`src/rtl/score_update_scheduler_pkg.sv`:
```
// Shared constants for the HUD score update scheduler: default blanking line,
// score ceiling and the 2-bit scheduler state encodings.
package score_update_scheduler_pkg;
    localparam int V_VISIBLE_DEF = 480;
    localparam logic [6:0] MAX_SCORE = 7'd99;

    localparam logic [1:0] ST_IDLE  = 2'd0;
    localparam logic [1:0] ST_APPLY = 2'd1;
    localparam logic [1:0] ST_CLEAR = 2'd2;
endpackage

```
`src/rtl/score_update_scheduler_bcd2_counter.sv`:
```
// Two-digit BCD counter that saturates at 99, with a binary mirror of the value.
// Clear takes priority over increment.
module bcd2_counter
    import score_update_scheduler_pkg::*;
(
    input  logic       clk_i,
    input  logic       rst_i,
    input  logic       inc_i,
    input  logic       clr_i,
    output logic [3:0] dec_o,
    output logic [3:0] unit_o,
    output logic [6:0] bin_o
);
    logic [3:0] dec_q, dec_d, unit_q, unit_d;
    logic [6:0] bin_q, bin_d;

    always_comb begin
        dec_d  = dec_q;
        unit_d = unit_q;
        bin_d  = bin_q;
        if (clr_i) begin
            dec_d  = '0;
            unit_d = '0;
            bin_d  = '0;
        end else if (inc_i && bin_q != MAX_SCORE) begin
            bin_d = bin_q + 7'd1;
            if (unit_q == 4'd9) begin
                unit_d = '0;
                dec_d  = dec_q + 4'd1;
            end else begin
                unit_d = unit_q + 4'd1;
            end
        end
    end

    always_ff @(posedge clk_i) begin
        if (rst_i) begin
            dec_q  <= '0;
            unit_q <= '0;
            bin_q  <= '0;
        end else begin
            dec_q  <= dec_d;
            unit_q <= unit_d;
            bin_q  <= bin_d;
        end
    end

    assign dec_o  = dec_q;
    assign unit_o = unit_q;
    assign bin_o  = bin_q;
endmodule

```
`src/rtl/score_update_scheduler.sv`:
```
// Queues food-eaten events and applies them to the BCD score only during vertical blanking.
// Optional high-score tracking is enabled with the SCORE_HIGH_SCORE_EN macro.
module score_update_scheduler
    import score_update_scheduler_pkg::*;
#(
    parameter int PIXEL_DISPLAY_BIT = 9,
    parameter int V_VISIBLE         = V_VISIBLE_DEF,
    parameter int PEND_BITS         = 3
) (
    input  logic                       clock_25,
    input  logic                       sync_reset,
    input  logic                       eat_pulse,
    input  logic                       game_over,
    input  logic                       new_game,
    input  logic [PIXEL_DISPLAY_BIT:0] Y,
    output logic [3:0]                 score_dec,
    output logic [3:0]                 score_unit,
    output logic [6:0]                 score,
    output logic [PEND_BITS-1:0]       pending,
    output logic                       overflow,
    output logic                       frame_update,
    output logic                       busy
`ifdef SCORE_HIGH_SCORE_EN
    ,
    output logic [3:0]                 hi_dec,
    output logic [3:0]                 hi_unit
`endif
);
    localparam logic [PIXEL_DISPLAY_BIT:0] V_VIS    = (PIXEL_DISPLAY_BIT+1)'(V_VISIBLE);
    localparam logic [PEND_BITS-1:0]       PEND_MAX = '1;
    localparam logic [PEND_BITS-1:0]       PEND_ONE = PEND_BITS'(1);

    logic [1:0]           state_q, state_d;
    logic [PEND_BITS-1:0] pend_q, pend_d;
    logic                 ovf_q, ovf_d, clr_req_q, clr_req_d, fu_q, fu_d;
    logic                 blank, eat_acc, in_apply, in_clear;

    assign blank    = (Y >= V_VIS);
    assign eat_acc  = eat_pulse & ~game_over;
    assign in_apply = (state_q == ST_APPLY);
    assign in_clear = (state_q == ST_CLEAR);

    always_comb begin
        state_d = state_q;
        fu_d    = 1'b0;
        case (state_q)
            ST_IDLE: begin
                if (clr_req_q && blank)
                    state_d = ST_CLEAR;
                else if (pend_q != '0 && blank && !game_over)
                    state_d = ST_APPLY;
            end
            ST_APPLY: begin
                // A pending clear also ends the run so CLEAR can take the next blank cycle.
                if ((pend_q == PEND_ONE && !eat_acc) || !blank || game_over || new_game || clr_req_q) begin
                    state_d = ST_IDLE;
                    fu_d    = 1'b1;
                end
            end
            ST_CLEAR: begin
                state_d = ST_IDLE;
                fu_d    = 1'b1;
            end
            default: state_d = ST_IDLE;
        endcase
    end

    always_comb begin
        pend_d = pend_q;
        ovf_d  = ovf_q;
        if (in_clear) begin
            pend_d = '0;
            ovf_d  = 1'b0;
        end else if (eat_acc && !in_apply) begin
            if (pend_q == PEND_MAX)
                ovf_d = 1'b1;
            else
                pend_d = pend_q + PEND_ONE;
        end else if (!eat_acc && in_apply) begin
            pend_d = pend_q - PEND_ONE;
        end
    end

    assign clr_req_d = new_game | (clr_req_q & ~in_clear);

    always_ff @(posedge clock_25) begin
        if (sync_reset) begin
            state_q   <= ST_IDLE;
            pend_q    <= '0;
            ovf_q     <= 1'b0;
            clr_req_q <= 1'b0;
            fu_q      <= 1'b0;
        end else begin
            state_q   <= state_d;
            pend_q    <= pend_d;
            ovf_q     <= ovf_d;
            clr_req_q <= clr_req_d;
            fu_q      <= fu_d;
        end
    end

    bcd2_counter u_score (
        .clk_i  (clock_25),
        .rst_i  (sync_reset),
        .inc_i  (in_apply),
        .clr_i  (in_clear),
        .dec_o  (score_dec),
        .unit_o (score_unit),
        .bin_o  (score)
    );

`ifdef SCORE_HIGH_SCORE_EN
    logic       go_q;
    logic [6:0] hi_bin_q;
    logic [3:0] hi_dec_q, hi_unit_q;

    always_ff @(posedge clock_25) begin
        if (sync_reset) begin
            go_q      <= 1'b0;
            hi_bin_q  <= '0;
            hi_dec_q  <= '0;
            hi_unit_q <= '0;
        end else begin
            go_q <= game_over;
            if (game_over && !go_q && score > hi_bin_q) begin
                hi_bin_q  <= score;
                hi_dec_q  <= score_dec;
                hi_unit_q <= score_unit;
            end
        end
    end

    assign hi_dec  = hi_dec_q;
    assign hi_unit = hi_unit_q;
`endif

    assign pending      = pend_q;
    assign overflow     = ovf_q;
    assign frame_update = fu_q;
    assign busy         = (state_q != ST_IDLE);
endmodule

```
`config.mk`:
```
export PLATFORM = sky130hd
export DESIGN_NAME = score_update_scheduler
export DESIGN_NICKNAME = d
export VERILOG_FILES = /design/src/rtl/score_update_scheduler_pkg.sv /design/src/rtl/score_update_scheduler_bcd2_counter.sv /design/src/rtl/score_update_scheduler.sv
export SDC_FILE = /design/constraint.sdc
export NUM_CORES = 1
export LEC_CHECK = 0
export ABC_AREA = 1
export CAP_MARGIN = 0
export CORE_MARGIN = 1
export CORE_UTILIZATION = 65
export CTS_BUF_LIST = sky130_fd_sc_hd__clkbuf_4 sky130_fd_sc_hd__clkbuf_8 sky130_fd_sc_hd__clkbuf_16
export DETAILED_ROUTE_END_ITERATION = 12
export DONT_BUFFER_PORTS = 1
export PLACE_DENSITY = 0.81
export SKIP_LAST_GASP = 1
export SLEW_MARGIN = 20
export SYNTH_ARGS = -nofsm -noshare
export SYNTH_HDL_FRONTEND = slang
export SYNTH_SLANG_ARGS = --single-unit
```
`constraint.sdc`:
```
create_clock -name clock_25 -period 2.3 [get_ports clock_25]
set_input_delay 0.23 -clock clock_25 [delete_from_list [all_inputs] [get_ports clock_25]]
set_output_delay 0.23 -clock clock_25 [all_outputs]
set_load 0.01 [all_outputs]
```
==> results of run 1 <==
## synthesized netlist by cell type
master,instances,area share
o21ai_0,12,0.049
o21ai_1,1,0.0040
nand3b_1,1,0.0061
nand3_1,5,0.020
dfxtp_1,23,0.37
nor2_1,16,0.049
buf_2,1,0.0040
a22o_1,1,0.0071
xor2_1,2,0.014
o211ai_1,1,0.0061
nor3_4,1,0.013
a21oi_1,18,0.073
nand3b_4,1,0.016
xnor2_1,2,0.014
ha_1,10,0.10
o21ai_2,2,0.014
o221ai_1,1,0.0071
inv_1,22,0.067
o21a_1,1,0.0061
a211oi_1,1,0.0061
clkinv_1,1,0.0030
o21bai_2,1,0.0091
buf_6,1,0.0091
nand2_2,1,0.0051
nor2_2,2,0.010
nand2_1,27,0.082
nand4_1,3,0.015
nor3_1,2,0.0081
nor3_2,1,0.0081
## flip-flops by register name, indices dropped and copies added (netlist names)
signal / count
frame_update: 1
state_q: 2
overflow: 1
u_score.unit_o: 4
pending: 3
u_score.dec_o: 4
u_score.bin_o: 7
clr_req_q: 1
## through the flow
| step | hold WS, ns | setup WS (ns) | std cells |
|---|---|---|---|
| floorplan | 0.299 | 0.952 | 161 |
| detailed placement | 0.308 | 0.648 | 185 |
| global placement | 0.305 | 0.670 | 185 |
| global route | 0.0410 | 0.456 | 190 |
| CTS | 0.0506 | 0.598 | 190 |
| finish | 0.0582 | 0.596 | 190 |
## cells in the final DEF (no fill, tap or decap), types with 3 or more instances in the layout
cell type,n
ha_1,10
nand4_1,3
nor2_1,16
o21ai_0,12
nand2_1,27
clkbuf_4,4
inv_1,22
a21oi_1,18
dfxtp_1,23
nand3_1,5
## power by group through the flow
stage	logic, W	registers (W)	clock network, W
floorplan	0.000171	0.000470	0
global placement	0.000192	0.000476	0
detailed placement	0.000201	0.000478	0
CTS	0.000204	0.000468	0.000197
global route	0.000235	0.000475	0.000213
finish	0.000207	0.000467	0.000188
## worst min path at each step
stage,start,depth (start not counted),slack [ns],endpoint
after floorplan,sync_reset,1,0.30,state_q[1]$_SDFFE_PP0P_
after global placement,sync_reset,1,0.30,state_q[1]$_SDFFE_PP0P_
after detailed placement,sync_reset,1,0.31,state_q[1]$_SDFFE_PP0P_
after CTS,new_game,1,0.05,clr_req_q$_SDFF_PP0_
after global routing,new_game,1,0.04,clr_req_q$_SDFF_PP0_
final,new_game,1,0.06,clr_req_q$_SDFF_PP0_
## critical path, cell delays in order, from the launching register on
cell and delay [ns]:
dfxtp_1 0.45, ha_1 0.23, inv_1 0.06, nor2_2 0.08, nand4_1 0.10, nand2_2 0.24
inv_1 0.18, a21oi_1 0.17, o21a_1 0.13
## final cells by class
class / instances / area, um2 / share of cell area
Timing Repair Buffer: 2 / 17.5 / 0.0135
Tap cell: 25 / 31.3 / 0.0241
Inverter: 23 / 86.3 / 0.0665
Clock buffer: 4 / 30.0 / 0.0231
Multi-Input combinational cell: 113 / 672 / 0.518
Sequential cell: 23 / 460 / 0.355
## logic make-up (layout without fill, tap and decap cells)
family / count (synthesis) / in the layout / share of synthesized area
simple gates: 60 / 60 / 0.233
buf+inv: 25 / 29 / 0.0831
compound gates: 39 / 39 / 0.181
flops: 23 / 23 / 0.373
fa+ha+maj: 10 / 10 / 0.101
xor+xnor: 4 / 4 / 0.0284
## metal layers
metal	up-vias	share of wire	track usage	wire length, um
met5	-	0	0	0
met4	0	0.0096	0.0788	21
met3	2	0.050	0.0833	110
met2	27	0.49	0.400	1080
met1	466	0.45	0.297	983
li1	540	-	-	-
==> metrics.md, run 1 <==
| Metric | Value |
|---|---|
| Nets | 191 |
| Combinational share of power | 0.240 |
| CP startpoint | u_score.bin_o[1]$_SDFFE_PP0P_ |
| Internal Pwr Total | 0.000583 W |
| Buffers on Ports | 0 |
| Setup slack, reg-to-reg | 0.60 ns |
| Ant diodes | 0 |
| Tot GR Track Use | 0.244 |
| Initial drt markers | 26 |
| Total CTS buffers | 3 |
| Switching pwr | 0.000280 W |
| Detailed Place HPWL | 1620 um |
| Sink Count | 23 |
| H-tree levels | 1 |
| Relative slew slack | 0.781 |
| Post-synthesis cell count | 161 |
| CP Capture Type | flop |
| Post-route ant nets | 0 |
| Skew final | 0.00727 ns |
| Pwr dens | 665 mW/mm2 |
| Synth unique cells | 29 |
| Final Hold Vio Count | 0 |
| Setup CP Type | reg2reg |
| LEAKAGE | 0.553 nW |
| Row count | 15 |
| Max Freq | 587 MHz |
| Clock Path Buffers | 2 |
| DRC viols | 0 |
| Min Tclk post-route | 1.70 ns |
| Clk root buf | clkbuf_4 |
| Sw Share | 0.324 |
| Total wire length | 2190 um |
| Final Cycle Share | 0.741 |
| CTS tree | yes |
| Share of cells above drive strength 1 | 0.0848 |
| Clk pin slew, worst setup/hold paths | 0.12 ns |
| Cts repair resizes | 0 |
| #FFs+latches synth | 23 |
| Global placer's final weighted congestion | 0.819 |
| Crit path capture | u_score.unit_o[3]$_SDFFE_PP0P_ |
| Clk_lat worst skew | 0.30 ns |
| Worst Path Arrival | 1.96 ns |
| Setup TNS | 0 ns |
| Final Max Slew Viols | 0 |
| Register share of total power | 0.542 |
| Mapped Nets | 186 |
| First-pass GRT wire length | 3670 um |
| Initial Utilization | 0.708 |
| Mapped Area | 0.00123 mm2 |
| DRT Pass-1 Iters | 4 |
| Sequential share of the synthesized area | 0.373 |
| Die height | 45.6 um |
| Vias in the first global route | 941 |
| Critical R2R Capture | u_score.unit_o[3]$_SDFFE_PP0P_ |
| Clk network pwr share | 0.219 |
| Fillers | 146 |
| Area grow syn2layout | 5.07% |
| Die X | 45.6 um |
| Worst vdd ir | 0.404 mV |
| Vias per inst | 5.45 |
| WL/cell | 11.5 um |
| Max Cap Viol | 0 |
| Crit path max fanout | 12 |
| Worst r2r path cells | 8 |
| Slew @ Worst Pin | 0.326 ns |
| Largest net degree at the start of global routing | 13 |
| Syn. warnings | 0 |
| Status | complete, no violations |
| FF-to-FF Start | u_score.bin_o[1]$_SDFFE_PP0P_ |
| Core Footprint | 0.00175 mm2 |
| Global route overflow | 0 |
| RSZ-0062 raised after global routing | no |
| Cts hold-fix bufs | 1 |
| Post-CTS setup buffers | 0 |
| Initial antenna violation count | 0 |
| Avg Inst Size Synth | 7.67 um2 |
| Total die area | 0.00208 mm2 |
| Via count | 1035 |
| Hold Crit Class | in2reg |
| Final Cell Area | 0.00130 mm2 |
| Setup-failing EPs final | 0 |
| IO Count | 36 |
| Final total power | 0.000862 W |
| Worst EP required | 2.55 ns |
| Finished Core Util | 0.743 |
| Area after DPL | 0.00126 mm2 |
| CP Launch Type | flop |
Note: power is estimated with default switching activity, not from simulation.
==> run 2, diff against run 1 <==
--- a/config.mk
+++ b/config.mk
@@ -8,11 +8,11 @@
 export ABC_AREA = 1
 export CAP_MARGIN = 0
 export CORE_MARGIN = 1
-export CORE_UTILIZATION = 65
+export CORE_UTILIZATION = 55
 export CTS_BUF_LIST = sky130_fd_sc_hd__clkbuf_4 sky130_fd_sc_hd__clkbuf_8 sky130_fd_sc_hd__clkbuf_16
 export DETAILED_ROUTE_END_ITERATION = 12
 export DONT_BUFFER_PORTS = 1
-export PLACE_DENSITY = 0.81
+export PLACE_DENSITY = 0.73
 export SKIP_LAST_GASP = 1
 export SLEW_MARGIN = 20
 export SYNTH_ARGS = -nofsm -noshare
==> constraint.sdc (replaced) <==
create_clock -name clock_25 -period 1.4 [get_ports clock_25]
set_input_delay 0.14 -clock clock_25 [delete_from_list [all_inputs] [get_ports clock_25]]
set_output_delay 0.14 -clock clock_25 [all_outputs]
set_load 0.01 [all_outputs]
==> run 2 against run 1 <==
Sequential share of layout area down 4.7 points. Wire length up 16%. First-iteration DRC count down 46%. Setup slack worse by 0.56 ns. Global-route usage down 3.2 points. Count of clock-buffer cells in the layout unchanged. Critical path type unchanged.
==> metrics.md, run 2 (synthesis gave the netlist of run 1 again) <==
| Metric | Value |
|---|---|
| Crit path max fanout | 5 (was 12) |
| Die X | 49.4 um (was 45.6 um) |
| Sink Count | 23 (unchanged) |
| Worst r2r path cells | 8 (unchanged) |
| Buffers on Ports | 0 (unchanged) |
| Clock Path Buffers | 2 (unchanged) |
| Initial antenna violation count | 0 (unchanged) |
| Via count | 1110 (was 1035) |
| Hold Crit Class | in2reg (unchanged) |
| Clk pin slew, worst setup/hold paths | 0.12 ns (about the same) |
| Min-delay src | sync_reset (was new_game) |
| DRC viols | 0 (unchanged) |
| Total wire length | 2550 um (was 2190 um) |
| Setup-failing EPs final | 0 (unchanged) |
| Skew final | 0.00883 ns (was 0.00727 ns) |
| Die height | 49.4 um (was 45.6 um) |
| Max Cap Viol | 0 (unchanged) |
| Setup slack, reg-to-reg | 0.04 ns (was 0.60 ns) |
| LEAKAGE | 0.644 nW (was 0.553 nW) |
| CP startpoint | u_score.bin_o[1]$_SDFFE_PP0P_ (unchanged) |
| CP Launch Type | flop (unchanged) |
| IO Count | 36 (unchanged) |
| WL/cell | 12.2 um (was 11.5 um) |
| First-pass GRT wire length | 4040 um (was 3670 um) |
| Slew @ Worst Pin | 0.356 ns (was 0.326 ns) |
| CTS tree | yes (unchanged) |
| Max FFs per register | 7 (unchanged) |
| Met2 wire length | 1230 um (was 1080 um) |
| Share of cells above drive strength 1 | 0.258 (was 0.0848) |
| Global placer's final weighted congestion | 0.902 (was 0.819) |
| Setup CP Type | reg2reg (unchanged) |
| Status | complete, no violations (unchanged) |
| Layout Cells excl Fill | 209 (was 190) |
| Relative slew slack | 0.760 (was 0.781) |
| Tot GR Track Use | 0.212 (was 0.244) |
| Critical R2R Capture | u_score.unit_o[3]$_SDFFE_PP0P_ (unchanged) |
| Clk_lat worst skew | 0.30 ns (about the same) |
| Initial drt markers | 14 (was 26) |
| Global route overflow | 0 (unchanged) |
| Core Footprint | 0.00204 mm2 (was 0.00175 mm2) |
| Total die area | 0.00244 mm2 (was 0.00208 mm2) |
| Vias in the first global route | 976 (was 941) |
| Area grow syn2layout | 22.7% (was 5.07%) |
| Leading cell type in the layout, fill and taps excluded | nand2_1 (unchanged) |
| Ant diodes | 0 (unchanged) |
| Max Freq | 735 MHz (was 587 MHz) |
| Initial Utilization | 0.605 (was 0.708) |
| Leading cell types in the layout, fill and taps excluded | nand2_1 (27), dfxtp_1 (18), inv_1 (17) (was nand2_1 (27), dfxtp_1 (23), inv_1 (22)) |
| Top routing layer used | met4 (unchanged) |
| Worst vdd ir | 0.746 mV (was 0.404 mV) |
| RSZ-0062 raised after global routing | yes (was no) |
| Final Max Slew Viols | 0 (unchanged) |
| Min Tclk post-route | 1.36 ns (was 1.70 ns) |
| FF-to-FF Start | u_score.bin_o[1]$_SDFFE_PP0P_ (unchanged) |
| Worst Path Arrival | 1.57 ns (was 1.96 ns) |
| Final Hold Vio Count | 0 (unchanged) |
| Setup TNS | 0 ns (unchanged) |
| Row count | 16 (was 15) |
| Clk root buf | clkbuf_4 (unchanged) |
| Vias per inst | 5.31 (was 5.45) |
| CP Capture Type | flop (unchanged) |
| Area after DPL | 0.00138 mm2 (was 0.00126 mm2) |
| Fillers | 166 (was 146) |
| Post-route ant nets | 0 (unchanged) |
| Final Cell Area | 0.00152 mm2 (was 0.00130 mm2) |
| Worst EP required | 1.61 ns (was 2.55 ns) |
| Worst Hold Depth | 3 (was 1) |
| Pwr dens | 1040 mW/mm2 (was 665 mW/mm2) |
| Met3 routed WL | 134 um (was 110 um) |
| H-tree levels | 1 (unchanged) |
| DRT met1 WL | 1160 um (was 983 um) |
| Final Cycle Share | 0.972 (was 0.741) |
| Hold_ws | 0.0664 ns (was 0.0582 ns) |
| DRT Pass-1 Iters | 4 (unchanged) |
| Worst Hold End | u_score.unit_o[1]$_SDFFE_PP0P_ (was clr_req_q$_SDFF_PP0_) |
| Total CTS buffers | 3 (unchanged) |
| Nets | 208 (was 191) |
| Detailed Place HPWL | 1830 um (was 1620 um) |
| Largest net degree at the start of global routing | 13 (unchanged) |
| Final total power | 0.00158 W (was 0.000862 W) |
| Dpl cells | 201 (was 185) |
-- run 2: cell count changes in the layout (fill, tap and decap cells not counted), moves of 2 or more --
cell,previous run,this run
o21ai_1,1,3
inv_1,22,17
a21oi_1,18,16
dfxtp_1,23,18
a21oi_2,0,2
nor2_4,0,2
dfxtp_2,0,5
o21ai_0,12,10
buf_4,1,16
inv_2,0,4
ha_1,10,8
ha_4,0,2
-- run 2: cell type report --
type                    count  area [um2]  area share
clock buffers               4        30.0      0.0198
repair buffers             19         160       0.106
flip-flops and latches     23         467       0.308
well taps                  27        33.8      0.0223
multi-input cells         113         734       0.485
inverters                  23        90.1      0.0595
-- run 2: worst max path at each step --
stage,to,slack (ns)
after floorplan,u_score.unit_o[3]$_SDFFE_PP0P_,0.05
after global routing,u_score.unit_o[2]$_SDFFE_PP0P_,-0.05
after detailed placement,pending[2]$_SDFFE_PP0P_,-0.02
final,u_score.unit_o[3]$_SDFFE_PP0P_,0.04
after CTS,u_score.dec_o[2]$_SDFFE_PP0P_,-0.008
after global placement,pending[2]$_SDFFE_PP0P_,0.006
-- run 2: worst max-delay path: stages, from the launching register on --
cell and delay, ns:
dfxtp_2 0.37, ha_4 0.15, inv_2 0.04, nor2_4 0.07, nand4_1 0.14, nand2_4 0.15, buf_12 0.12, nor3_4 0.04
o21a_1 0.18
-- run 2: layer usage --
| metal | up-vias | global-route usage |
|---|---|---|
| met5 | - | 0 |
| li1 | 577 | - |
| met4 | 0 | 0.0810 |
| met1 | 496 | 0.281 |
| met3 | 4 | 0.0343 |
| met2 | 33 | 0.345 |
-- run 2: report_power, final --
| part | switching [W] | total, W | internal (W) |
|---|---|---|---|
| clock network | 0.000181 | 0.000311 | 0.000130 |
| logic | 0.000281 | 0.000511 | 0.000229 |
| registers | 0.0000495 | 0.000758 | 0.000708 |
-- run 2: through the flow --
stage	utilization	setup WS, ns
3_3_place_gp	0.675	0.00576
5_1_grt	0.742	-0.0539
3_5_place_dp	0.675	-0.0182
2_1_floorplan	-	0.0519
6_report	0.742	0.0391
4_1_cts	0.705	-0.00841
-- run 2: repair_timing --
item | CTS | global route
hold buffers | 2 | 0
pin swaps | 2 | 8
gates resized for setup | 4 | 22
hold endpoints to repair | 3 | 0
setup endpoints to repair | 8 | 19
buffers inserted | 0 | 2
==> run 3, diff against run 2 <==
--- a/config.mk
+++ b/config.mk
@@ -5,9 +5,7 @@
 export SDC_FILE = /design/constraint.sdc
 export NUM_CORES = 1
 export LEC_CHECK = 0
-export ABC_AREA = 1
 export CAP_MARGIN = 0
-export CORE_MARGIN = 1
 export CORE_UTILIZATION = 55
 export CTS_BUF_LIST = sky130_fd_sc_hd__clkbuf_4 sky130_fd_sc_hd__clkbuf_8 sky130_fd_sc_hd__clkbuf_16
 export DETAILED_ROUTE_END_ITERATION = 12
==> run 3 against run 2 <==
The run now ends with negative setup slack left. Count of clock-buffer cells in the layout unchanged. Clock power grew 12%. Non-clock buffer count up 17. Synthesized cell count decreased by 13%. Total power grew 27%. Via count increased by 10%. Sequential power up 4.1%. Flip-flop and latch count stayed put. Core utilization up 7.0 points. Critical path depth fell by 4. Register-to-register slack got worse by 0.29 ns. First-iteration DRC count rose by 93%. Largest cell class unchanged.
==> metrics.md, run 3 <==
| Metric | Value |
|---|---|
| Status | finished with violations (was complete, no violations) |
| Failing checks | negative setup slack |
| Leading cell types in the layout, fill and taps excluded | buf_4 (31), dfxtp_1 (17), nor2_1 (15) (was nand2_1 (27), dfxtp_1 (18), inv_1 (17)) |
| Die X | 50.0 um (was 49.4 um) |
| Max Freq | 605 MHz (was 735 MHz) |
| Largest net degree at the start of global routing | 13 (unchanged) |
| Nets | 201 (was 208) |
| DRT Pass-1 Iters | 4 (unchanged) |
| Main synth FF type | dfxtp_1 (unchanged) |
| Sink Count | 23 (unchanged) |
| Clk network pwr share | 0.172 (was 0.197) |
| Final setup margin | -0.253 ns (was 0.0391 ns) |
| Post-route ant nets | 0 (unchanged) |
| Final Cell Area | 0.00178 mm2 (was 0.00152 mm2) |
| RSZ-0062 raised after global routing | yes (unchanged) |
| Max Cap Viol | 0 (unchanged) |
| Max FFs per register | 7 (unchanged) |
| Total wire length | 3470 um (was 2550 um) |
| Most frequent cell after synthesis | dfxtp_1 (was nand2_1) |
| First-pass GRT wire length | 5010 um (was 4040 um) |
| Die height | 50.0 um (was 49.4 um) |
| Final Hold Vio Count | 0 (unchanged) |
| Pwr dens | 1130 mW/mm2 (was 1040 mW/mm2) |
| Via count | 1226 (was 1110) |
| Hold Crit Class | in2reg (unchanged) |
| Area grow syn2layout | 40.3% (was 22.7%) |
| Ant diodes | 0 (unchanged) |
| Clock Path Buffers | 2 (unchanged) |
| DRC viols | 0 (unchanged) |
| WL/cell | 17.1 um (was 12.2 um) |
| Total die area | 0.00250 mm2 (was 0.00244 mm2) |
| GR peak layer | met2 (unchanged) |
| Final Cycle Share | 1.18 (was 0.972) |
| Yosys top cell area share | 0.363 (was 0.373) |
| Post-synthesis cell count | 140 (was 161) |
| #FFs+latches synth | 23 (unchanged) |
| Sw Share | 0.368 (was 0.324) |
| Dominant cells by area after synthesis | dfxtp_1 (36%), ha_1 (9.9%), nor2_1 (5.3%) (was dfxtp_1 (37%), ha_1 (10%), nand2_1 (8.2%)) |
| Relative slew slack | 0.647 (was 0.760) |
| Number of flops mapped to enable cells by yosys | 0 (unchanged) |
| Worst Path Arrival | 1.87 ns (was 1.57 ns) |
| Most area-hungry cell type in the Yosys netlist | dfxtp_1 (unchanged) |
| Buffers on Ports | 0 (unchanged) |
| Register share of total power | 0.392 (was 0.480) |
| Clk pin slew, worst setup/hold paths | 0.14 ns (was 0.12 ns) |
| Mapped Area | 0.00127 mm2 (was 0.00123 mm2) |
| Layout Cells excl Fill | 203 (was 209) |
| Hold_ws | 0.132 ns (was 0.0664 ns) |
| Vias in the first global route | 1116 (was 976) |
| Global route overflow | 0 (unchanged) |
| Internal Pwr Total | 0.00127 W (was 0.00107 W) |
| Fillers | 136 (was 166) |
| Initial Utilization | 0.579 (was 0.605) |
| CP Launch Type | flop (unchanged) |
| Min Tclk post-route | 1.65 ns (was 1.36 ns) |
| Tot GR Track Use | 0.271 (was 0.212) |
| Synth top cells by count | dfxtp_1 (23), nor2_1 (18), ha_1 (10), a21oi_1 (8) (was nand2_1 (27), dfxtp_1 (23), inv_1 (22), a21oi_1 (18), nor2_1 (16)) |
| Synth unique cells | 41 (was 29) |
| Initial drt markers | 27 (was 14) |
| Global placer's final weighted congestion | 0.835 (was 0.902) |
| Worst EP required | 1.62 ns (was 1.61 ns) |
| Grt met2 use | 0.460 (was 0.345) |
| Detailed Place HPWL | 2140 um (was 1830 um) |
| Vias per inst | 6.04 (was 5.31) |
| CTS tree | yes (unchanged) |
| Sequential share of the synthesized area | 0.363 (was 0.373) |
| Area after DPL | 0.00152 mm2 (was 0.00138 mm2) |
| Mapped Nets | 165 (was 186) |
| Row count | 17 (was 16) |
| GR Layer Usage met1 | 0.330 (was 0.281) |
| CP Capture Type | flop (unchanged) |
| Combinational share of power | 0.436 (was 0.323) |
| Leading cell type in the layout, fill and taps excluded | buf_4 (was nand2_1) |
| Switching pwr | 0.000741 W (was 0.000512 W) |
| Setup-failing EPs final | 13 (was 0) |
| Initial antenna violation count | 0 (unchanged) |
| Ys async rst share | 0 (unchanged) |
| LEAKAGE | 0.716 nW (was 0.644 nW) |
| Dpl cells | 194 (was 201) |
| Clk root buf | clkbuf_4 (unchanged) |
| Share of cells above drive strength 1 | 0.440 (was 0.258) |
| Avg Inst Size Synth | 9.05 um2 (was 7.67 um2) |
| Clk_lat worst skew | 0.33 ns (was 0.30 ns) |
| Slew @ Worst Pin | 0.528 ns (was 0.356 ns) |
| Total CTS buffers | 3 (unchanged) |
| Crit path max fanout | 6 (was 5) |
| Worst vdd ir | 0.956 mV (was 0.746 mV) |
| Core Footprint | 0.00219 mm2 (was 0.00204 mm2) |
| Setup CP Type | reg2reg (unchanged) |
| IO Count | 36 (unchanged) |
| Syn. warnings | 0 (unchanged) |
| Final Max Slew Viols | 0 (unchanged) |
| Met3 Usage GRT | 0.0494 (was 0.0343) |
| H-tree levels | 1 (unchanged) |
| Skew final | 0.0113 ns (was 0.00883 ns) |
-- run 3: cell types whose count changed after synthesis, sizes merged, moves of 5 or more --
cell,previous run,this run
nand2,28,6
xor2,2,7
inv,22,7
a21oi,18,9
o21ai,15,8
-- run 3: logic make-up after synthesis --
| group | after synthesis | share of synthesized area |
|---|---|---|
| and+or+nand+nor | 52 | 0.224 |
| AOI/OAI and AO/OA | 31 | 0.186 |
| DFF | 23 | 0.363 |
| buffers and inverters | 12 | 0.0415 |
| adders and majority gates | 10 | 0.0987 |
| xor gates and xnor gates | 8 | 0.0553 |
| muxes | 4 | 0.0316 |
-- run 3: area by class of cell --
cell class / instances / area (um2) / share of cell area
Sequential cell: 23 / 475 / 0.267
Timing Repair Buffer: 36 / 287 / 0.161
Inverter: 7 / 26.3 / 0.0148
Multi-Input combinational cell: 105 / 925 / 0.520
Clock buffer: 4 / 30.0 / 0.0169
Tap cell: 28 / 35.0 / 0.0197
-- run 3: final timing paths --
| check | startpoint | to | slack, ns | cells past startpoint |
|---|---|---|---|---|
| max reg2reg | u_score.bin_o[3]$_SDFFE_PP0P_ | u_score.unit_o[3]$_SDFFE_PP0P_ | -0.25 | 4 |
| min | new_game | state_q[0]$_SDFFE_PP0P_ | 0.13 | 2 |
| min reg2reg | overflow$_SDFFE_PP0P_ | overflow$_SDFFE_PP0P_ | 0.55 | 2 |
| max | u_score.bin_o[3]$_SDFFE_PP0P_ | u_score.unit_o[3]$_SDFFE_PP0P_ | -0.25 | 4 |
-- run 3: per-stage QoR --
stage                util  total power [W]  setup WS, ns  TNS, ns
finish              0.812          0.00201        -0.253    -2.34
global route        0.812          0.00211        -0.305    -3.06
CTS                 0.784          0.00188        -0.266    -2.41
detailed placement  0.693          0.00142        -0.252    -2.15
global placement    0.693          0.00139        -0.182    -1.67
floorplan               -          0.00116        -0.202    -1.53
-- run 3: worst max-delay path, cell delays in order (launching register included) --
cell and delay (ns):
dfxtp_2 0.34, or4b_4 0.60, o211ai_4 0.24, mux2i_2 0.28
a21oi_2 0.09
-- run 3: repair_timing --
item	CTS	global route
resized for setup	25	19
setup buffers	4	0
endpoints found under the hold margin	6	0
hold buffers	2	0
pin swaps	12	11
setup endpoints to repair	17	21
-- run 3: power by group through the flow --
| stage | Combinational [W] | Sequential [W] | Clock [W] |
|---|---|---|---|
| 5_1_grt | 0.000943 | 0.000793 | 0.000370 |
| 6_report | 0.000878 | 0.000789 | 0.000347 |
| 3_3_place_gp | 0.000623 | 0.000766 | 0 |
| 4_1_cts | 0.000764 | 0.000769 | 0.000347 |
| 3_5_place_dp | 0.000651 | 0.000767 | 0 |
| 2_1_floorplan | 0.000352 | 0.000809 | 0 |
-- run 3: routing by layer --
metal / vias to the layer above / wire (um)
li1: 569 / -
met1: 607 / 1460
met2: 43 / 1750
met3: 7 / 190
met4: 0 / 68
met5: - / 0
